<file path="config.mk">
export PLATFORM = sky130hd
export DESIGN_NAME = hsv_pwm_bank
export DESIGN_NICKNAME = d
export VERILOG_FILES = /design/src/rtl/hsv_pwm_bank.sv
export SDC_FILE = /design/constraint.sdc
export NUM_CORES = 1
export LEC_CHECK = 0
export BUFFER_PORTS_ARGS = -buffer_cell sky130_fd_sc_hd__clkbuf_2
export CAP_MARGIN = 40
export CORE_MARGIN = 4
export CORE_UTILIZATION = 40
export DETAILED_ROUTE_END_ITERATION = 12
export PLACE_DENSITY = 0.57
export SKIP_LAST_GASP = 1
export SYNTH_ARGS = -nofsm -noshare
export SYNTH_HDL_FRONTEND = slang
export SYNTH_SLANG_ARGS = --single-unit
</file>
<file path="constraint.sdc">
create_clock -name clk -period 1.7 [get_ports clk]
set_input_delay 0.34 -clock clk [delete_from_list [all_inputs] [get_ports clk]]
set_output_delay 0.34 -clock clk [all_outputs]
set_load 0.02 [all_outputs]
</file>
<file path="src/rtl/hsv_pwm_bank.sv">
// rtl/hsv_pwm_bank.sv - multi-channel PWM bank, shared period counter, double-buffered levels
// Optional feature: define HSV_PWM_FADE_EN to step active levels 1 LSB per period toward pending.
module hsv_pwm_bank #(
  parameter int WIDTH = 8,
  parameter int CHANNELS = 3,
  parameter logic [CHANNELS-1:0] INVERT_MASK = '0,
  localparam int AW = (CHANNELS > 1) ? $clog2(CHANNELS) : 1
) (
  input  logic                clk,
  input  logic                reset,
  input  logic                enable,
  input  logic [WIDTH-1:0]    top,
  input  logic                wr_en,
  input  logic [AW-1:0]       wr_addr,
  input  logic [WIDTH-1:0]    wr_data,
  output logic [CHANNELS-1:0] out,
  output logic                period_tick
);

  localparam logic [AW:0] CH_LIMIT = (AW+1)'(CHANNELS);

  logic [WIDTH-1:0] count;
  logic [WIDTH-1:0] top_act;
  logic [WIDTH-1:0] pending [CHANNELS];
  logic [WIDTH-1:0] active  [CHANNELS];
  logic             wrap;
  logic             wr_ok;

  assign wrap  = enable && (count == top_act);
  assign wr_ok = wr_en && ({1'b0, wr_addr} < CH_LIMIT);

`ifdef HSV_PWM_FADE_EN
  function automatic logic [WIDTH-1:0] fade_step(input logic [WIDTH-1:0] cur,
                                                 input logic [WIDTH-1:0] tgt);
    if (cur < tgt)      return cur + WIDTH'(1);
    else if (cur > tgt) return cur - WIDTH'(1);
    else                return cur;
  endfunction
`endif

  // Shared period counter: runs 0..top_act while enabled, parked at 0 when idle
  always_ff @(posedge clk) begin
    if (reset)                count <= '0;
    else if (!enable || wrap) count <= '0;
    else                      count <= count + WIDTH'(1);
  end

  // Period length is latched at wrap so a lowered top can never strand the counter
  always_ff @(posedge clk) begin
    if (reset)                top_act <= '0;
    else if (!enable || wrap) top_act <= top;
  end

  // Pending level writes; out-of-range channel indices are dropped
  always_ff @(posedge clk) begin
    if (reset) begin
      for (int ch = 0; ch < CHANNELS; ch++) pending[ch] <= '0;
    end else if (wr_ok) begin
      pending[wr_addr] <= wr_data;
    end
  end

  // Active levels follow pending directly when idle, otherwise only at wrap
  always_ff @(posedge clk) begin
    if (reset) begin
      for (int ch = 0; ch < CHANNELS; ch++) active[ch] <= '0;
    end else if (!enable) begin
      for (int ch = 0; ch < CHANNELS; ch++) active[ch] <= pending[ch];
    end else if (wrap) begin
      for (int ch = 0; ch < CHANNELS; ch++) begin
`ifdef HSV_PWM_FADE_EN
        active[ch] <= fade_step(active[ch], pending[ch]);
`else
        active[ch] <= pending[ch];
`endif
      end
    end
  end

  // Tick marks the first cycle of every period
  always_ff @(posedge clk) begin
    if (reset) period_tick <= 1'b0;
    else       period_tick <= wrap;
  end

  // PWM outputs: registered compare of the counter against each active level
  always_ff @(posedge clk) begin
    if (reset) begin
      out <= '0;
    end else begin
      for (int ch = 0; ch < CHANNELS; ch++) begin
        out[ch] <= enable ? ((count < active[ch]) ^ INVERT_MASK[ch]) : INVERT_MASK[ch];
      end
    end
  end

endmodule

</file>
After elaboration in Yosys (flattened, before gate mapping):

Memory sizes are Yosys's and may differ from the RTL's.
Index checks and enable logic that the tools add are counted.

* register bits: 20
* input port bits: 22
* memory bits (writable): 48
* memories kept: 2
* output and inout port bits: 4
* logic and storage cells: 47

Memory list
* active: words 3, width 8, rd ports 3, clocked after Yosys merged registers in 0, wr ports 3, line 25 `logic [WIDTH-1:0] active [CHANNELS];`
* pending: words 3, width 8, rd ports 3, clocked after Yosys merged registers in 0, wr ports 3, line 24 `logic [WIDTH-1:0] pending [CHANNELS];`

* magnitude comparators: 4
* equality and inequality tests: 1
* reductions and logical operators: 7
* add/subtract/negate cells: 1
* bitwise logic cells: 7
* multiplexer cells: 21

Operators by type and width (number)
* 2-to-1 mux 8 bit: 7
* less-than comparator 8 bit: 3
* 2-to-1 mux 1 bit: 13
* adder 8 x 1 -> 8 bit, second input constant: 1
* == test 8 bit: 1
* OR reduction 8 bit: 1
* bitwise OR 1 bit: 6
* OR reduction 2 bit: 2
* logical AND 1 bit: 2
* less-than comparator 2 bit, second input constant: 1
* 2-to-1 mux 2 bit: 1
* zero test 1 bit: 1
* logical OR 1 bit: 1
* NOT 1 bit: 1

Logic depth before layout (Yosys ltp):

* depth after elaboration: 7
* gate-level depth with buffers: 6

Least setup slack after synthesis:

Ideal clock, no wire load.

* path type: register to register
* start point: reg count[3]
* end point: mem active[0][0], enable pin
* setup slack: -137 ps
* period minus slack after synthesis: 1837 ps
* path buffers: 1
* data required time: 1329 ps
* stages on the path, launching flop included: 5
* setup time: 371 ps
* arrival: 1466 ps
* cells stage by stage: dfxtp_1 xor2_1 nor4_2 a21o_1 buf_2

RTL lines
* start, declared: line 22 `logic [WIDTH-1:0] count;`
* start signal, assigned: line 45 `else count <= count + WIDTH'(1);`
* end, declared: line 25

==> impl_results.md <==
* Arr. time, crit path at 1.79 ns
* Most frequent cells after synthesis: 48 x edfxtp_1, 24 x and2_1, 24 x nor3b_2
* Syn Area/Cell at roughly 13 um^2
* CTS root buffer: clkbuf_8
* DRC viols at 0
* Nets@finish at about 350
* 1st-pass router iterations at 4
* Worst-margin pin slew at between 0.3 and 0.4 ns
* CP Capture Type: register
* Clock-pin slew on the worst setup and hold paths at about 0.08 ns
* WL final at ~5.7 mm
* Vias at 1931
* Final HPWL DP at roughly 4.3 mm
* Diodes inserted at 0
* DP Area at between 3000 and 4000 um^2
* Worst-path maximum fanout at 24
* Worst clock skew at ~0.012 ns
* CTS tree: done
* Cell variety after synth at 28
* CP required at 1.87 ns
* Async SR Flop Fraction at 0
* P_sw at 0.9132 mW
* I/O pin cnt at 26
* Register bit total from synthesis at 68
* Status: complete, no violations
* Setup violations, final at 0
* Drt wl/cell at 13.63 um
* Area of the die at 9973 um^2
* Total CTS buffers at 9
* Area fraction of the dominant cell type after synthesis at 0.4270
* Hold_buf cts at 0
* Leak Pwr at between 1.5 and 2 nW
* GRT overflow at 0
* Cell accounting for the most synthesized area: edfxtp_1
* Die X at between 90 and 100 um
* Mapped Cells at between 200 and 300
* Sequential area share after synthesis at 0.5456
* Post-synthesis instance area at between 3000 and 4000 um^2
* Final Max Tran Viols at 0
* Reg power frac at 0.547
* Comb power frac at 0.139
* # Max-Cap Violations at 0
* Number of global-route vias before repair at roughly 2000
* Reg2reg setup slack at about 0.082 ns
* Global-route wire length before repair at 9.528 mm
* Port Buffers at 25
* Period utilisation layout at 0.9520
* Count leader, synth: edfxtp_1
* Area Overhead vs Synth at 16.75%
* Skew-Pair Late Insertion Delay at roughly 0.34 ns
* Max frequency at about 620 MHz
* Main synth FF type: edfxtp_1
* Initial Util at 0.4108
* Die H at ~100 um
* Vias per inst at about 4.6
* Post-CTS setup buffers at 0
* RSZ-0062 raised after global routing: yes
* Routed Antenna Nets at 0
* Num rows at 33
* Fin util at 0.4797
* Clock share of power at 0.314
* H-tree levels at 3
* Largest net degree at the start of global routing at 28
* Power Dens Cells at a little over 900 nW/um^2
* Top cells by area, synth: edfxtp_1 43%, dfxtp_1 12%, nor3b_2 8.9%
* Hold WC Path Type: in2reg
* CTS sink cnt at 68
* P_int at between 2 and 3 mW
* Initial antenna violation count at 0
* GPL Wtd Cong at about 0.75
* Final instance area at just under 4000 um^2
* Post-route minimum period at approximately 1.6 ns
* CP Class: reg2reg
* Worst ir drop on vdd at 0.0003933 V
* CTS Buffer Depth at 2
* Post-synth EDFFs at between 40 and 50
* Rel. slew slack at 0.7458
* Startpoint Class: register
* Net Sw Frac at 0.2539
* Gr usage total at 0.1258
* Core Region at slightly above 8000 um^2
* Yosys warning count at 0
* Hold Vio Cnt, Final at 0
* Post-synthesis net count at 306
* DRT iter0 DRCs at 22
* Share of cells above drive strength 1 at 0.2939
through the flow:
step,TNS (ns),cells,hold WS [ns],setup WS [ns],power (mW)
final,0,418,0.2344,0.08157,3.596
after global routing,-0.05706,418,0.2246,-0.02013,3.776
after CTS,0,418,0.2189,0.06864,3.644
after detailed placement,0,403,0.4798,0.004538,2.507
after global placement,0,403,0.4807,0.01818,2.500
after floorplan,0,262,0.4600,0.03045,2.341
worst max-delay path, stage by stage (launching register included):
cell and delay, ns:
dfxtp_1 0.33, xor2_1 0.17, nor4_2 0.33, buf_4 0.19, a21boi_4 0.07, buf_12 0.17, nor3b_2 0.19
registers in the layout, indices dropped and copies added (netlist names):
signal,flops
top_act,8
out,3
pending,24
count,8
period_tick,1
active,24
cell families (layout without fill, tap and decap cells):
group | count (synthesis) | count (layout) | share of synthesized area
and+or+nand+nor | 96 | 96 | 0.2205
DFF | 68 | 68 | 0.5456
buffers and inverters | 31 | 82 | 0.04225
AOI/OAI and AO/OA | 23 | 23 | 0.05003
adders and majority gates | 22 | 22 | 0.08154
xor gates and xnor gates | 14 | 14 | 0.03632
muxes | 8 | 8 | 0.02372
worst paths after layout:
path,startpoint,depth (start not counted),to
setup / recovery,top_act[6]$_SDFFE_PP0P_,6,active[0][22]$_DFFE_PP_
hold / removal,top[6],3,top_act[6]$_SDFFE_PP0P_
setup reg to reg,top_act[6]$_SDFFE_PP0P_,6,active[0][22]$_DFFE_PP_
hold reg to reg,top_act[5]$_SDFFE_PP0P_,2,top_act[5]$_SDFFE_PP0P_
final cells by class:
type	instances	area, um^2
Tap cell	105	131.4
Clock buffer	9	123.9
Multi-Input combinational cell	163	1418
Sequential cell	68	1843
Clock inverter	6	42.54
Fill cell	767	4275
Inverter	22	82.58
Timing Repair Buffer	45	300.3
timing repair:
item                                    in CTS  in global routing
endpoints found under the setup margin      16                  7
gates resized for setup                      1                  2
pin swaps                                    0                  1
per-layer routing:
layer	share of wire	wire, um	vias to the layer above	track usage
met2	0.50	2835	33	0.2150
met1	0.45	2557	884	0.1471
met3	0.042	238	7	0.04448
li1	-	-	1007	-
met5	0	0	-	0
met4	0.012	68	0	0.04202
placed cells by master (no fill, tap or decap), types with 3 or more instances in the layout:
cell	Yosys	final
a211oi_1	6	6
a21o_1	10	10
and2_1	24	24
and4_1	3	3
buf_4	0	18
clkbuf_2	0	25
clkbuf_8	0	9
dfxtp_1	20	19
edfxtp_1	48	48
ha_1	22	22
inv_1	22	22
mux2i_1	8	8
nand2_1	3	3
nand2b_1	20	20
nor2_1	10	10
nor3b_2	24	22
o21a_1	3	3
o21ai_0	3	3
or2_2	3	3
xnor2_1	4	4
xor2_1	10	10
power groups by stage:
stage / Combinational (mW) / Clock [mW] / Sequential (mW)
after global routing: 0.564 / 1.23 / 1.98
final: 0.500 / 1.13 / 1.97
after detailed placement: 0.503 / 0 / 2.00
after floorplan: 0.338 / 0 / 2.00
after CTS: 0.506 / 1.17 / 1.97
after global placement: 0.495 / 0 / 2.01
No activity file was read; power rests on OpenSTA's default activity.
